<file path="src/rtl/pcs_rx_align_ctrl_pkg.sv">
// Shared PCS receive-alignment types and default tuning constants.
package pcs_rx_align_ctrl_pkg;

  // Default cycles allowed in DESKEW before a restart
  localparam int unsigned DESKEW_TIMEOUT_DEF  = 2048;
  // Default count of consecutive misaligned AM events that drop alignment
  localparam int unsigned AM_MISMATCH_MAX_DEF = 3;

  // Alignment sequencer states
  typedef enum logic [1:0] {
    WAIT_BS = 2'd0,
    WAIT_AM = 2'd1,
    DESKEW  = 2'd2,
    ALIGNED = 2'd3
  } pcs_align_state_e;

endpackage : pcs_rx_align_ctrl_pkg

</file>
<file path="src/rtl/pcs_rx_align_ctrl.sv">
// Multi-lane PCS receive alignment sequencer: block lock -> AM lock -> deskew -> aligned,
// with deskew timeout, cross-lane AM coincidence checking and sticky per-lane faults.
module pcs_rx_align_ctrl
  import pcs_rx_align_ctrl_pkg::*;
#(
  parameter int unsigned LANE_N          = 4,
  parameter int unsigned DESKEW_TIMEOUT  = DESKEW_TIMEOUT_DEF,
  parameter int unsigned AM_MISMATCH_MAX = AM_MISMATCH_MAX_DEF,
  parameter int unsigned CNT_W           = 8
) (
  input  logic              clk,
  input  logic              nreset,
  input  logic [LANE_N-1:0] bs_lock_v_i,
  input  logic [LANE_N-1:0] am_lock_v_i,
  input  logic [LANE_N-1:0] am_slip_v_i,
  input  logic [LANE_N-1:0] am_v_i,
  input  logic              deskew_done_i,
  output logic              deskew_en_o,
  output logic              deskew_rst_o,
  output logic              align_status_o,
  output logic [LANE_N-1:0] lane_fault_o,
  output logic [CNT_W-1:0]  loss_cnt_o
);

  localparam int unsigned TMO_W = $clog2(DESKEW_TIMEOUT);
  localparam int unsigned MM_W  = $clog2(AM_MISMATCH_MAX + 1);

  pcs_align_state_e  state_q, state_d;
  logic [TMO_W-1:0]  tmo_cnt_q, tmo_cnt_d;
  logic [MM_W-1:0]   mm_cnt_q, mm_cnt_d;
  logic              restart;
  logic              deskew_en_d, deskew_rst_d, align_status_d;
  logic [LANE_N-1:0] lane_fault_d;
  logic [CNT_W-1:0]  loss_cnt_d;

  logic              all_bs, all_am, lock_bad;
  logic              mm_event, mm_hit, tmo_hit;
  logic [LANE_N-1:0] lane_bad;

  // Lock/marker condition decode shared by both combinational processes
  assign all_bs   = &bs_lock_v_i;
  assign all_am   = &am_lock_v_i;
  assign lane_bad = ~bs_lock_v_i | ~am_lock_v_i | am_slip_v_i;
  assign lock_bad = |lane_bad;
  assign tmo_hit  = (tmo_cnt_q == TMO_W'(DESKEW_TIMEOUT - 1));
  assign mm_event = (|am_v_i) & ~(&am_v_i);
  assign mm_hit   = mm_event & (mm_cnt_q >= MM_W'(AM_MISMATCH_MAX - 1));

  // State, counters and registered outputs
  always_ff @(posedge clk) begin
    if (!nreset) begin
      state_q        <= WAIT_BS;
      tmo_cnt_q      <= '0;
      mm_cnt_q       <= '0;
      deskew_en_o    <= 1'b0;
      deskew_rst_o   <= 1'b0;
      align_status_o <= 1'b0;
      lane_fault_o   <= '0;
      loss_cnt_o     <= '0;
    end else begin
      state_q        <= state_d;
      tmo_cnt_q      <= tmo_cnt_d;
      mm_cnt_q       <= mm_cnt_d;
      deskew_en_o    <= deskew_en_d;
      deskew_rst_o   <= deskew_rst_d;
      align_status_o <= align_status_d;
      lane_fault_o   <= lane_fault_d;
      loss_cnt_o     <= loss_cnt_d;
    end
  end

  // Next-state and restart decision; lock loss outranks done and AM match
  always_comb begin
    state_d = state_q;
    restart = 1'b0;
    unique case (state_q)
      WAIT_BS: begin
        if (all_bs) state_d = WAIT_AM;
      end
      WAIT_AM: begin
        if (!all_bs)     state_d = WAIT_BS;
        else if (all_am) state_d = DESKEW;
      end
      DESKEW: begin
        if (lock_bad)                      restart = 1'b1;
        else if (deskew_done_i)            state_d = ALIGNED;
        else if (tmo_hit)                  restart = 1'b1;
      end
      ALIGNED: begin
        if (lock_bad || mm_hit) restart = 1'b1;
      end
      default: state_d = WAIT_BS;
    endcase
    if (restart) state_d = WAIT_BS;
  end

  // Next values of counters and outputs, decoded from the transition
  always_comb begin
    tmo_cnt_d      = '0;
    mm_cnt_d       = '0;
    deskew_en_d    = (state_d == DESKEW) || (state_d == ALIGNED);
    align_status_d = (state_d == ALIGNED);
    deskew_rst_d   = restart;
    lane_fault_d   = lane_fault_o;
    loss_cnt_d     = loss_cnt_o;

    if ((state_q == DESKEW) && (state_d == DESKEW)) begin
      tmo_cnt_d = tmo_cnt_q + TMO_W'(1);
    end

    if ((state_q == ALIGNED) && (state_d == ALIGNED)) begin
      if (&am_v_i)       mm_cnt_d = '0;
      else if (mm_event) mm_cnt_d = mm_cnt_q + MM_W'(1);
      else               mm_cnt_d = mm_cnt_q;
    end

    if ((state_q == ALIGNED) && restart) begin
      lane_fault_d = lane_fault_o | lane_bad;
      loss_cnt_d   = (&loss_cnt_o) ? loss_cnt_o : loss_cnt_o + CNT_W'(1);
    end else if ((state_q != ALIGNED) && (state_d == ALIGNED)) begin
      lane_fault_d = '0;
    end
  end

endmodule : pcs_rx_align_ctrl

</file>
<file path="config.mk">
export PLATFORM = sky130hd
export DESIGN_NAME = pcs_rx_align_ctrl
export DESIGN_NICKNAME = d
export VERILOG_FILES = /design/src/rtl/pcs_rx_align_ctrl_pkg.sv /design/src/rtl/pcs_rx_align_ctrl.sv
export SDC_FILE = /design/constraint.sdc
export NUM_CORES = 1
export LEC_CHECK = 0
export ABC_CLOCK_PERIOD_IN_PS = 2100
export BUFFER_PORTS_ARGS = -buffer_cell sky130_fd_sc_hd__buf_4
export CAP_MARGIN = 20
export CORE_ASPECT_RATIO = 0.75
export CORE_MARGIN = 8
export CORE_UTILIZATION = 52
export DETAILED_ROUTE_END_ITERATION = 8
export PLACE_DENSITY_LB_ADDON = 0.12
export SYNTH_ARGS = -nofsm -noshare
export SYNTH_HDL_FRONTEND = slang
export SYNTH_SLANG_ARGS = --single-unit
export TNS_END_PERCENT = 50
</file>
<file path="constraint.sdc">
create_clock -name clk -period 2.1 [get_ports clk]
set_input_delay 0.21 -clock clk [delete_from_list [all_inputs] [get_ports clk]]
set_output_delay 0.21 -clock clk [all_outputs]
set_load 0.005 [all_outputs]
</file>
==> results of run 1 <==
cells in the mapped netlist:
| master | number |
|---|---|
| nand3b_1 | 4 |
| inv_1 | 5 |
| nand3_1 | 11 |
| o21ai_2 | 1 |
| nand4b_1 | 1 |
| nor4_1 | 1 |
| o211a_2 | 1 |
| nand3b_4 | 1 |
| a21oi_1 | 12 |
| or4_4 | 2 |
| nor4b_1 | 1 |
| o41ai_1 | 1 |
| ha_1 | 3 |
| nand2_4 | 1 |
| and3_1 | 4 |
| xnor2_1 | 5 |
| nor3_1 | 3 |
| or3_2 | 1 |
| nand2b_1 | 1 |
| xor2_1 | 6 |
| and2_1 | 2 |
| a2111oi_2 | 1 |
| a211oi_1 | 2 |
| nand2_1 | 9 |
| and4_1 | 1 |
| or3_1 | 1 |
| dfxtp_1 | 30 |
| a41oi_1 | 1 |
| nor2_1 | 19 |
| o21bai_1 | 1 |
| or4_2 | 2 |
| nor3b_1 | 1 |
| o21ai_0 | 6 |
| clkdlybuf4s25_2 | 1 |
| o211ai_1 | 1 |
| nand4_1 | 5 |
| clkbuf_1 | 1 |
| buf_2 | 1 |
| and4_2 | 1 |
| o31ai_1 | 3 |
| o21ai_4 | 1 |
layer usage:
metal,share of wire,wire (um)
met1,0.45,1400
met2,0.46,1440
met3,0.066,204
met4,0.019,60
met5,0,0
state kept, by name (all words and copies together) (netlist names):
register and count:
tmo_cnt_q 11, mm_cnt_q 2, align_status_o 1, loss_cnt_o 8, lane_fault_o 4, state_q 2
deskew_rst_o 1, deskew_en_o 1
metrics by stage:
stage / hold slack [ns] / setup slack, ns / std cells / cell area [sq um] / utilization
2_1_floorplan: 0.418 / 0.388 / 155 / 1400 / -
3_3_place_gp: 0.453 / 0.201 / 222 / 1680 / 0.650
3_5_place_dp: 0.467 / 0.151 / 222 / 1680 / 0.650
4_1_cts: 0.203 / 0.284 / 228 / 1730 / 0.670
5_1_grt: 0.203 / 0.173 / 228 / 1730 / 0.670
6_report: 0.208 / 0.284 / 228 / 1730 / 0.670
final cells by class:
| class | count | area, sq um |
|---|---|---|
| Fill cell | 226 | 852 |
| Multi-Input combinational cell | 117 | 759 |
| Sequential cell | 30 | 601 |
| Timing Repair Buffer | 34 | 255 |
| Clock buffer | 6 | 51.3 |
| Tap cell | 36 | 45.0 |
| Inverter | 5 | 18.8 |
path summary, 6_finish.rpt:
check                                  endpoint  slack, ns  cells past startpoint
worst min register to register  lane_fault_o[1]       0.48                      2
worst min-delay path                mm_cnt_q[1]       0.21                      3
worst max register to register    loss_cnt_o[5]       0.28                      4
worst max-delay path              loss_cnt_o[5]       0.28                      4
cell families (layout without fill, tap and decap cells):
group                    count (synthesis)  in the layout  share of synthesized area
buffers and inverters                    8             45                     0.0269
AND/OR/NAND/NOR                         72             72                      0.297
adder cells (fa/ha/maj)                  3              3                     0.0269
XOR/XNOR                                11             11                     0.0689
AO/OA/AOI/OAI                           31             31                      0.150
flip-flops                              30             30                      0.430
power breakdown:
group	switching [uW]	internal [uW]	leakage, uW
clock network	182	151	0.0000302
registers	0.577	569	0.000242
logic	21.8	29.2	0.000372
total	204	748	0.000644
tightest hold or removal path, delay by kind of cell:
family / cells / cell delay (ns)
buffers and inverters: 1 / 0.08
AND/OR/NAND/NOR: 1 / 0.13
AO/OA/AOI/OAI: 1 / 0.06
cell usage in the layout, fill, tap and decap left out, types with 3 or more instances in the layout:
master    count
nand3_1      11
inv_1         5
nand3b_1      4
dfxtp_1      30
clkbuf_4      5
nand2_1       9
xnor2_1       5
ha_1          3
xor2_1        6
o21ai_0       6
o31ai_1       3
a21oi_1      12
buf_4        34
nor2_1       19
nand4_1       5
nor3_1        3
and3_1        4
==> results_dict.tcl, run 1 <==
set metrics [dict create \
    criticalPathCategory "reg -> reg" \
    ys_types 41 \
    drt-initial-drc-count 151 \
    dr_total_vias 1252 \
    max_slew_margin 0.665 \
    grt-busiest-layer "met2" \
    cts-buffers-inserted 5 \
    period_share 0.865 \
    ctsRootBufferMaster "clkbuf_4" \
    clk_pin_slew_ns 0.08 \
    max-clock-path-buffers 2 \
    grt_antenna_before_repair 0 \
    grt_use_total 0.150 \
    cts_tree "built" \
    drive_above_1_share 0.271 \
    timing.setup.tns_ns 0 \
    outcome "finished, final reports clean" \
    met1_usage 0.178 \
    max_stage_delay_ns 0.66 \
    end_kind "flip-flop" \
    cp.arrival_ns 2.07 \
    setup_viol 0 \
    fin_nets 215 \
    rows 16 \
    drt_pre_antenna_iters 4 \
    grt_setup_unrepaired "false" \
    final-hold-violation-count 0 \
    cts_resized 0 \
    diodes 0 \
    hold_buffers 0 \
    required_ns 2.36 \
    cts_htree_levels 2 \
    ir_drop_uv 327 \
    clock-sinks 30 \
    yosysWarnings 0 \
    cap_violations 0 \
    p_leak_uw 0.000644 \
    ys_seq_area_frac 0.430 \
    cpLargestDelayFamily "simple AND/OR/NAND/NOR gates" \
    io_buffer_count 33 \
    avgSynthCellArea_sq_um 9.02 \
    core-area_sq_um 2580 \
    first_global_vias 1280 \
    power_uw 952 \
    yosysTopAreaCellShare 0.430 \
    die_w_um 75.9 \
    syn_inst 155 \
    worstSkewPairLatency_ns 0.33 \
    post_cts_buffers 0 \
    hp-start "am_v_i[2]" \
    avgViaCountPerCell 5.49 \
    crit_path_top_delay_cell "or4_2" \
    report.final.slew_viol_count 0 \
    syn_area_sq_um 1400 \
    drc 0 \
    grt_overflow 0 \
    worstPathBufferInverterCount 0 \
    wl_um 3110 \
    cp-start-kind "flip-flop" \
    gr-usage-met2 0.240 \
    fin_crit_ns 1.82 \
    ys_ff_latch 30 \
    grt_use_met3 0.0462 \
    grt_max_degree 12 \
    crit_start "state_q[0]" \
    fmax_ghz 0.551 \
    power_density_nw_per_um2 550 \
    start_util 0.541 \
    finalWeightedCongestion 0.840 \
    die-area_sq_um 4620 \
    worst_slew_pin_slew_ns 0.498 \
    grt_pass1_wl_um 5350 \
    path_cells "and2_1, o21ai_4, or4_2, a21oi_1" \
    hp-class "in -> reg" \
    final_antenna_net_count 0 \
    post-synth-top-area-cell "dfxtp_1" \
    crit_fanout 10 \
    die_h_um 60.9 \
    syn_nets 177 \
    io_pins 34 \
    dp_hpwl_um 2470 \
    wl_per_cell_um 13.6 \
    skew_ns 0.00541 \
    r2r_start "state_q[0]" \
    yosys-top-cells-area "dfxtp_1 43%, nor2_1 5.1%, a21oi_1 4.3%" \
    area_growth_pct 23.8 \
]
(Power assumes the default switching activity.)
==> run 2, diff against run 1 <==
--- a/config.mk
+++ b/config.mk
@@ -10,7 +10,7 @@
 export CAP_MARGIN = 20
 export CORE_ASPECT_RATIO = 0.75
 export CORE_MARGIN = 8
-export CORE_UTILIZATION = 52
+export CORE_UTILIZATION = 50
 export DETAILED_ROUTE_END_ITERATION = 8
 export PLACE_DENSITY_LB_ADDON = 0.12
 export SYNTH_ARGS = -nofsm -noshare
==> run 2 against run 1 <==
Net effect:
- fmax shrank 0.83%
- largest power group unchanged
- die area grew 3.1%
- count of clock-buffer cells in the layout grew 1
- global-route usage shrank 1.3 points
- largest cell class unchanged
- total power grew 15%
- worst setup slack lost 0.015 ns
==> results_dict.tcl, run 2 (synthesized netlist as in run 1, its figures left out) <==
set metrics [dict create \
    drt-initial-drc-count 80 \
    core-area_sq_um 2640 \
    hold_buffers 0 \
    area_growth_pct 26.7 \
    max_slew_margin 0.653 \
    grt_antenna_before_repair 0 \
    criticalPathCategory "reg -> reg" \
    place_inst 222 \
    grt_use_total 0.137 \
    fin_crit_ns 1.83 \
    outcome "finished, final reports clean" \
    rows 16 \
    drc 0 \
    crit_fanout 10 \
    worstSkewPairLatency_ns 0.28 \
    io_buffer_count 33 \
    final-hold-violation-count 0 \
    required_ns 2.31 \
    layout_common_cells "34 x buf_4, 30 x dfxtp_1, 19 x nor2_1, 12 x a21oi_1, 11 x nand3_1" \
    io_pins 34 \
    fmax_ghz 0.546 \
    grt_pass1_wl_um 5260 \
    drive_above_1_share 0.273 \
    path_cells "and2_1, o21ai_4, or4_2, a21oi_1" \
    period_share 0.872 \
    grt_setup_unrepaired "false" \
    fin_nets 215 \
    clock-sinks 30 \
    grt_overflow 0 \
    skew_ns 0.00807 \
    hp-class "in -> reg" \
    dp_hpwl_um 2440 \
    cts-buffers-inserted 5 \
    drt_pre_antenna_iters 4 \
    cp-start-kind "flip-flop" \
    first_global_vias 1239 \
    finalWeightedCongestion 0.795 \
    max-clock-path-buffers 2 \
    report.final.slew_viol_count 0 \
    die_h_um 61.8 \
    avgViaCountPerCell 5.48 \
    wl_per_cell_um 13.6 \
    wl_um 3130 \
    multi_input_area_sq_um 759 \
    design_area_sq_um 1770 \
    finalNonFillerCells 230 \
    power_density_nw_per_um2 617 \
    post_cts_buffers 0 \
    cap_violations 0 \
    timing.setup.tns_ns 0 \
    crit_path_top_delay_cell "or4_2" \
    dr_total_vias 1260 \
    regArea_sq_um 601 \
    setup_viol 0 \
    layout_commonest_cell "buf_4" \
    ctsRootBufferMaster "clkbuf_8" \
    p_leak_uw 0.000662 \
    die-area_sq_um 4760 \
    ir_drop_uv 426 \
    final_antenna_net_count 0 \
    power_uw 1090 \
    reg_top3 "tmo_cnt_q (11), loss_cnt_o (8), lane_fault_o (4)" \
    max_stage_delay_ns 0.66 \
    start_util 0.529 \
    grt_max_degree 12 \
    cts_tree "built" \
    worstPathBufferInverterCount 0 \
    die_w_um 77.1 \
    worst_slew_pin_slew_ns 0.516 \
    max_flop_register "tmo_cnt_q" \
    end_kind "flip-flop" \
    diodes 0 \
    cts_htree_levels 2 \
    cp.arrival_ns 2.04 \
    cpLargestDelayFamily "simple AND/OR/NAND/NOR gates" \
    place_area_sq_um 1680 \
    cts_resized 0 \
    fillerInstances 237 \
    clk_pin_slew_ns 0.07 \
    largest_register_ffs 11 \
]
## run 2: cell types whose count changed in the layout (fill, tap and decap cells not counted), sizes merged
cell	before	now
clkinv	0	1
clkbuf	6	7
## run 2: routing by layer
layer,vias to the layer above,wire length (um),global-route usage
met5,-,0,0
met4,0,36,0.0588
met3,5,160,0.0517
met2,29,1420,0.232
met1,588,1520,0.156
li1,638,-,-
## run 2: layout make-up
cell class	instances	share of cell area
Sequential cell	30	0.339
Clock inverter	1	0.00283
Inverter	5	0.0106
Timing Repair Buffer	34	0.144
Multi-Input combinational cell	117	0.429
Clock buffer	7	0.0488
Tap cell	36	0.0254
## run 2: path summary, 6_finish.rpt
kind / from / endpoint / slack, ns / cells past startpoint
setup / recovery: state_q[0] / loss_cnt_o[5] / 0.27 / 4
hold / removal: nreset / loss_cnt_o[0] / 0.25 / 2
setup reg to reg: state_q[0] / loss_cnt_o[5] / 0.27 / 4
hold reg to reg: tmo_cnt_q[0] / tmo_cnt_q[0] / 0.49 / 1
## run 2: metrics by stage
step	util	hold WS [ns]	setup slack [ns]
6_report	0.670	0.248	0.269
5_1_grt	0.670	0.265	0.168
4_1_cts	0.670	0.246	0.271
3_5_place_dp	0.635	0.479	0.129
3_3_place_gp	0.635	0.451	0.200
2_1_floorplan	-	0.418	0.388
## run 2: power breakdown
| group | internal [uW] | total, uW | switching (uW) |
|---|---|---|---|
| sequential | 569 | 570 | 0.558 |
| combinational | 29.2 | 51.3 | 22.1 |
| clock | 264 | 471 | 207 |
| total | 862 | 1090 | 230 |
